--- src/rtl/mem_stage.sv ---
// mem_stage: memory-access stage of the 5-stage RV32 pipeline.
// Drives a single-outstanding req/ack data bus with byte-lane steering,
// extends load data, and presents a registered result to write-back.
// Optional macro MEM_MISALIGN_TRAP_EN: misaligned H/W accesses trap
// without touching the bus instead of ignoring the offending address bits.
module mem_stage #(
    parameter int unsigned TIMEOUT = 16
) (
    input  logic        clk,
    input  logic        rst,
    input  logic        ex_mem_valid,
    input  logic [31:0] ex_mem_alu_result,
    input  logic [31:0] ex_mem_regb,
    input  logic        ex_mem_rd_mem,
    input  logic        ex_mem_wr_mem,
    input  logic [2:0]  ex_mem_funct3,
    output logic        mem_req,
    output logic        mem_we,
    output logic [31:0] mem_addr,
    output logic [3:0]  mem_be,
    output logic [31:0] mem_wdata,
    input  logic        mem_ack,
    input  logic [31:0] mem_rdata,
    output logic        mem_stall,
    output logic        mem_wb_valid,
    output logic [31:0] mem_wb_result,
    output logic        mem_wb_err
);

    typedef enum logic {
        IDLE,
        BUSY
    } state_t;

    // Counter value at which a pending access is abandoned.
    localparam logic [7:0] TIMEOUT_LAST = 8'(TIMEOUT - 1);

    state_t      state_q, state_d;
    logic [7:0]  cnt_q, cnt_d;
    logic [31:0] addr_q, addr_d;
    logic [2:0]  funct3_q, funct3_d;
    logic        we_q, we_d;
    logic [3:0]  be_q, be_d;
    logic [31:0] wdata_q, wdata_d;
    logic        req_q, req_d;
    logic        wb_valid_q, wb_valid_d;
    logic [31:0] wb_result_q, wb_result_d;
    logic        wb_err_q, wb_err_d;

    logic        stall;
    logic        mem_op;
    logic        misaligned;
    logic [3:0]  be_new;
    logic [31:0] wdata_new;
    logic [7:0]  lane_byte;
    logic [15:0] lane_half;
    logic [31:0] load_data;

    assign mem_op = ex_mem_rd_mem | ex_mem_wr_mem;

`ifdef MEM_MISALIGN_TRAP_EN
    // Halfword needs bit 0 clear, word needs both low bits clear.
    assign misaligned = ((ex_mem_funct3[1:0] == 2'b01) && ex_mem_alu_result[0]) ||
                        ((ex_mem_funct3[1:0] == 2'b10) && (ex_mem_alu_result[1:0] != 2'b00));
`else
    assign misaligned = 1'b0;
`endif

    // Byte enables and lane-replicated store data for the instruction in EX/MEM
    always_comb begin
        be_new    = 4'b1111;
        wdata_new = ex_mem_regb;
        case (ex_mem_funct3[1:0])
            2'b00: begin
                be_new    = 4'b0001 << ex_mem_alu_result[1:0];
                wdata_new = {4{ex_mem_regb[7:0]}};
            end
            2'b01: begin
                be_new    = 4'b0011 << {ex_mem_alu_result[1], 1'b0};
                wdata_new = {2{ex_mem_regb[15:0]}};
            end
            default: ;
        endcase
    end

    // Lane selection and sign/zero extension of returning load data
    always_comb begin
        case (addr_q[1:0])
            2'b00:   lane_byte = mem_rdata[7:0];
            2'b01:   lane_byte = mem_rdata[15:8];
            2'b10:   lane_byte = mem_rdata[23:16];
            default: lane_byte = mem_rdata[31:24];
        endcase
        lane_half = addr_q[1] ? mem_rdata[31:16] : mem_rdata[15:0];
        load_data = mem_rdata;
        case (funct3_q[1:0])
            2'b00:   load_data = funct3_q[2] ? {24'b0, lane_byte} : {{24{lane_byte[7]}}, lane_byte};
            2'b01:   load_data = funct3_q[2] ? {16'b0, lane_half} : {{16{lane_half[15]}}, lane_half};
            default: ;
        endcase
    end

    // Next-state, bus latch, stall and write-back result selection
    always_comb begin
        state_d     = state_q;
        cnt_d       = cnt_q;
        addr_d      = addr_q;
        funct3_d    = funct3_q;
        we_d        = we_q;
        be_d        = be_q;
        wdata_d     = wdata_q;
        req_d       = req_q;
        wb_valid_d  = 1'b0;
        wb_err_d    = 1'b0;
        wb_result_d = wb_result_q;
        stall       = 1'b0;
        case (state_q)
            IDLE: begin
                if (ex_mem_valid) begin
                    if (!mem_op) begin
                        wb_valid_d  = 1'b1;
                        wb_result_d = ex_mem_alu_result;
                    end else if (misaligned) begin
                        wb_valid_d  = 1'b1;
                        wb_err_d    = 1'b1;
                        wb_result_d = ex_mem_alu_result;
                    end else begin
                        stall    = 1'b1;
                        state_d  = BUSY;
                        cnt_d    = 8'd0;
                        addr_d   = ex_mem_alu_result;
                        funct3_d = ex_mem_funct3;
                        we_d     = ex_mem_wr_mem;
                        be_d     = be_new;
                        wdata_d  = wdata_new;
                        req_d    = 1'b1;
                    end
                end
            end
            BUSY: begin
                if (mem_ack) begin
                    state_d     = IDLE;
                    req_d       = 1'b0;
                    wb_valid_d  = 1'b1;
                    wb_result_d = we_q ? addr_q : load_data;
                end else if (cnt_q == TIMEOUT_LAST) begin
                    state_d     = IDLE;
                    req_d       = 1'b0;
                    wb_valid_d  = 1'b1;
                    wb_err_d    = 1'b1;
                    wb_result_d = addr_q;
                end else begin
                    stall = 1'b1;
                    cnt_d = cnt_q + 8'd1;
                end
            end
            default: begin
                state_d = IDLE;
                req_d   = 1'b0;
            end
        endcase
    end

    // State, bus and write-back registers; reset abandons any pending access
    always_ff @(posedge clk or negedge rst) begin
        if (!rst) begin
            state_q     <= IDLE;
            cnt_q       <= 8'd0;
            addr_q      <= 32'd0;
            funct3_q    <= 3'd0;
            we_q        <= 1'b0;
            be_q        <= 4'd0;
            wdata_q     <= 32'd0;
            req_q       <= 1'b0;
            wb_valid_q  <= 1'b0;
            wb_result_q <= 32'd0;
            wb_err_q    <= 1'b0;
        end else begin
            state_q     <= state_d;
            cnt_q       <= cnt_d;
            addr_q      <= addr_d;
            funct3_q    <= funct3_d;
            we_q        <= we_d;
            be_q        <= be_d;
            wdata_q     <= wdata_d;
            req_q       <= req_d;
            wb_valid_q  <= wb_valid_d;
            wb_result_q <= wb_result_d;
            wb_err_q    <= wb_err_d;
        end
    end

    assign mem_req       = req_q;
    assign mem_we        = we_q;
    assign mem_addr      = {addr_q[31:2], 2'b00};
    assign mem_be        = be_q;
    assign mem_wdata     = wdata_q;
    assign mem_stall     = stall;
    assign mem_wb_valid  = wb_valid_q;
    assign mem_wb_result = wb_result_q;
    assign mem_wb_err    = wb_err_q;

endmodule
--- config.mk ---
export PLATFORM = sky130hd
export DESIGN_NAME = mem_stage
export DESIGN_NICKNAME = d
export VERILOG_FILES = /design/src/rtl/mem_stage.sv
export SDC_FILE = /design/constraint.sdc
export NUM_CORES = 1
export LEC_CHECK = 0
export CAP_MARGIN = 10
export CORE_ASPECT_RATIO = 0.75
export CORE_MARGIN = 2
export CORE_UTILIZATION = 25
export CTS_CLUSTER_SIZE = 28
export DETAILED_ROUTE_END_ITERATION = 10
export MAX_ROUTING_LAYER = met4
export PLACE_DENSITY = 0.56
export SLEW_MARGIN = 30
export SYNTH_ARGS = -nofsm -noshare
export SYNTH_HDL_FRONTEND = slang
export SYNTH_SLANG_ARGS = --single-unit
--- constraint.sdc ---
create_clock -name clk -period 4.1 [get_ports clk]
set_input_delay 1.025 -clock clk [delete_from_list [all_inputs] [get_ports clk]]
set_output_delay 1.025 -clock clk [all_outputs]
set_load 0.02 [all_outputs]
==> results.cfg <==
[synthesis]
yosysSeqAreaShare = 0.4406
ys.flop_type = dfrtp_1
syn_area_per_cell_um2 = 8.844
synth_area_leader_cell = dfrtp_1
yosys_warnings = 0
synth.most_common_cell = nand2_1
ys_top_cells_by_area = dfrtp_1 44%, nand2_1 11%, mux2i_1 5.0%
yosysUniqueCellTypes = 59
synthArstFlopShare = 1.000
netlist_top_cells_count = 185 x nand2_1, 116 x dfrtp_1, 44 x o21ai_0
netlist.area_leader.share = 0.4406
syn-cell-area_mm2 = 0.006589
synth_cells = 745
synth-seq-cells = 116
synth-edff-count = 0

[sta]
fin_skew_ns = 0.01071
finalCriticalPeriod_ns = 3.268
drv_slew = 0
maxSlewHeadroom = 0.4076
max_freq_ghz = 0.3060
tns_ns = 0
worst_pin_slew_ns = 0.8886
rsz0062_at_grt = no
setup_viol = 0
finalHoldViolCount = 0
period_share = 0.7971

[worst_hold_path]
hold_class = reg2reg

[route]
drc = 0
antenna_left = 0
dr.first_iter.drc_count = 515
vias = 6296
wl_per_cell_um = 20.03
viasPerCell = 4.997
routed_wl_um = 25240
dr.pass1.iters = 5

[global_routing]
grt_max_degree = 109
grt_pass1_wl_um = 38300
antenna_found_initial = 0
grt_remaining_overflow = 0
globalRouteTotalUtil = 0.1902
first_global_vias = 6156

[clocking]
post_cts_buffers = 0
cts_tree = built
cts_htree_levels = 4
ctsResizeCount = 0
clock-sinks = 116
cts-root-buf = clkbuf_16
cts_hold_buffers = 0
cts_made_buffers = 17
clk_latency_ns = 0.41
clkTransAtPathRegs_ns = 0.06
cts_buffer_depth = 2

[floorplanning]
die_w_um = 191.5
dieArea_mm2 = 0.02768
initial_core_util = 0.2543
die_height_um = 144.6
rows = 51
pin_count = 210
coreArea_mm2 = 0.02591

[finish]
nNetsFinal = 1009
area_growth_pct = 42.65
fillers = 2630
drive_above_1_share = 0.07751
antenna_cells = 0
stdcell_count = 1260

[worst_setup_path]
cp_data_required_time_ns = 3.07
crit_arrival_ns = 2.24
cpPeakStageDelay_ns = 0.54
start_kind = input pin
worst_path_max_delay_cell = clkdlybuf4s50_1
cp_cell_sequence = clkdlybuf4s50_1 -> nand2b_1 -> a21o_1 -> nand2_1 -> buf_4
worstPathMaxFanout = 5
end_kind = output port
crit_type = in2out

[place]
port_buffers = 207
dp_hpwl_um = 18110
routabilityCongestion = 0.8429
placed_cells = 1228

[outcome]
status = finished, final reports clean

[pwr]
p_leak_nw = 4.021
ir_drop_mv = 0.2953
pwr_density_cell_mw_per_mm2 = 543.4

[job]
maxCapViolCount = 0
## cell families after synthesis
| group | share of synthesized area |
|---|---|
| AND/OR/NAND/NOR | 0.2114 |
| AO/OA/AOI/OAI | 0.2089 |
| flip-flops | 0.4406 |
| buffers and inverters | 0.08014 |
| multiplexers | 0.05526 |
| adder cells (fa/ha/maj) | 0.001899 |
| other | 0.0005691 |
| XOR/XNOR | 0.001330 |
## worst max-delay path: cells and delay by family
family,cells,cell delay (ns)
AO/OA/AOI/OAI,1,0.20
AND/OR/NAND/NOR,2,0.33
buffers and inverters,2,0.68
## area by class of cell
cell class	count	area, um^2	area share
Inverter	9	33.78	0.003594
Clock buffer	20	456.7	0.04859
Multi-Input combinational cell	531	3177	0.3380
Timing Repair Buffer	228	2245	0.2388
Tap cell	344	430.4	0.04579
Clock inverter	12	153.9	0.01637
Sequential cell	116	2903	0.3088
## power breakdown
group          total [mW]  switching, mW  internal (mW)
clock                1.56          0.572          0.990
sequential           1.64          0.226           1.42
combinational        1.90           1.05          0.854
total                5.11           1.85           3.26
## metal layers
| layer | wire length, um | share of wire | global-route usage |
|---|---|---|---|
| met1 | 12010 | 0.48 | 0.2741 |
| met2 | 10880 | 0.43 | 0.2677 |
| met3 | 2142 | 0.085 | 0.04732 |
| met4 | 210 | 0.0083 | 0.03765 |
| met5 | 0 | 0 | - |
## sequential cells by signal, indices dropped and copies added (netlist names)
register       flops
mem_be             4
addr_q            32
mem_we             1
mem_wb_valid       1
mem_wb_result     32
funct3_q           3
mem_wb_err         1
state_q            1
mem_wdata         32
cnt_q              8
mem_req            1
## through the flow
step	utilization	cell area [um^2]	total power [mW]	hold WS [ns]	setup slack, ns
2_1_floorplan	-	6593	2.705	0.4467	0.9846
3_3_place_gp	0.3389	8781	3.548	0.4587	0.8603
3_5_place_dp	0.3391	8785	3.574	0.4701	0.8191
4_1_cts	0.3626	9395	5.158	0.4809	0.8146
5_1_grt	0.3628	9399	5.396	0.4987	0.7325
6_report	0.3628	9399	5.108	0.4782	0.8320
## layout by cell type, fill, tap and decap left out, drive strengths merged, types with 2 or more instances in the layout
cell             n
clkdlybuf4s50  205
nand2          185
dfrtp          116
o21ai           55
mux2i           33
nand3           26
a211oi          23
buf             23
nor2            22
nand2b          21
a21oi           20
clkbuf          20
a22o            17
a222oi          16
and3            11
inv             10
nor2b            8
a31oi            8
clkinv           8
a2111oi          7
o311ai           7
nand3b           6
nor3             6
o31ai            5
o221ai           4
o211ai           4
o2bb2ai          4
a311oi           4
or4              4
a221oi           4
bufinv           3
nand4            2
and4             2
a2bb2oi          2
o22ai            2
conb             2
## path summary, 6_finish.rpt
path                                      to  slack, ns    startpoint  cells after the start
max                                mem_stall       0.83       mem_ack                      5
max reg2reg                 mem_wb_result[2]       1.68   funct3_q[0]                      4
min reg2reg                     mem_wdata[5]       0.48  mem_wdata[5]                      2
min                             mem_wdata[5]       0.48  mem_wdata[5]                      2
min in group asynchronous         addr_q[11]       0.61           rst                      1
max in group asynchronous  mem_wb_result[21]       2.74           rst                      2
Power figures use the tool's default switching activity.
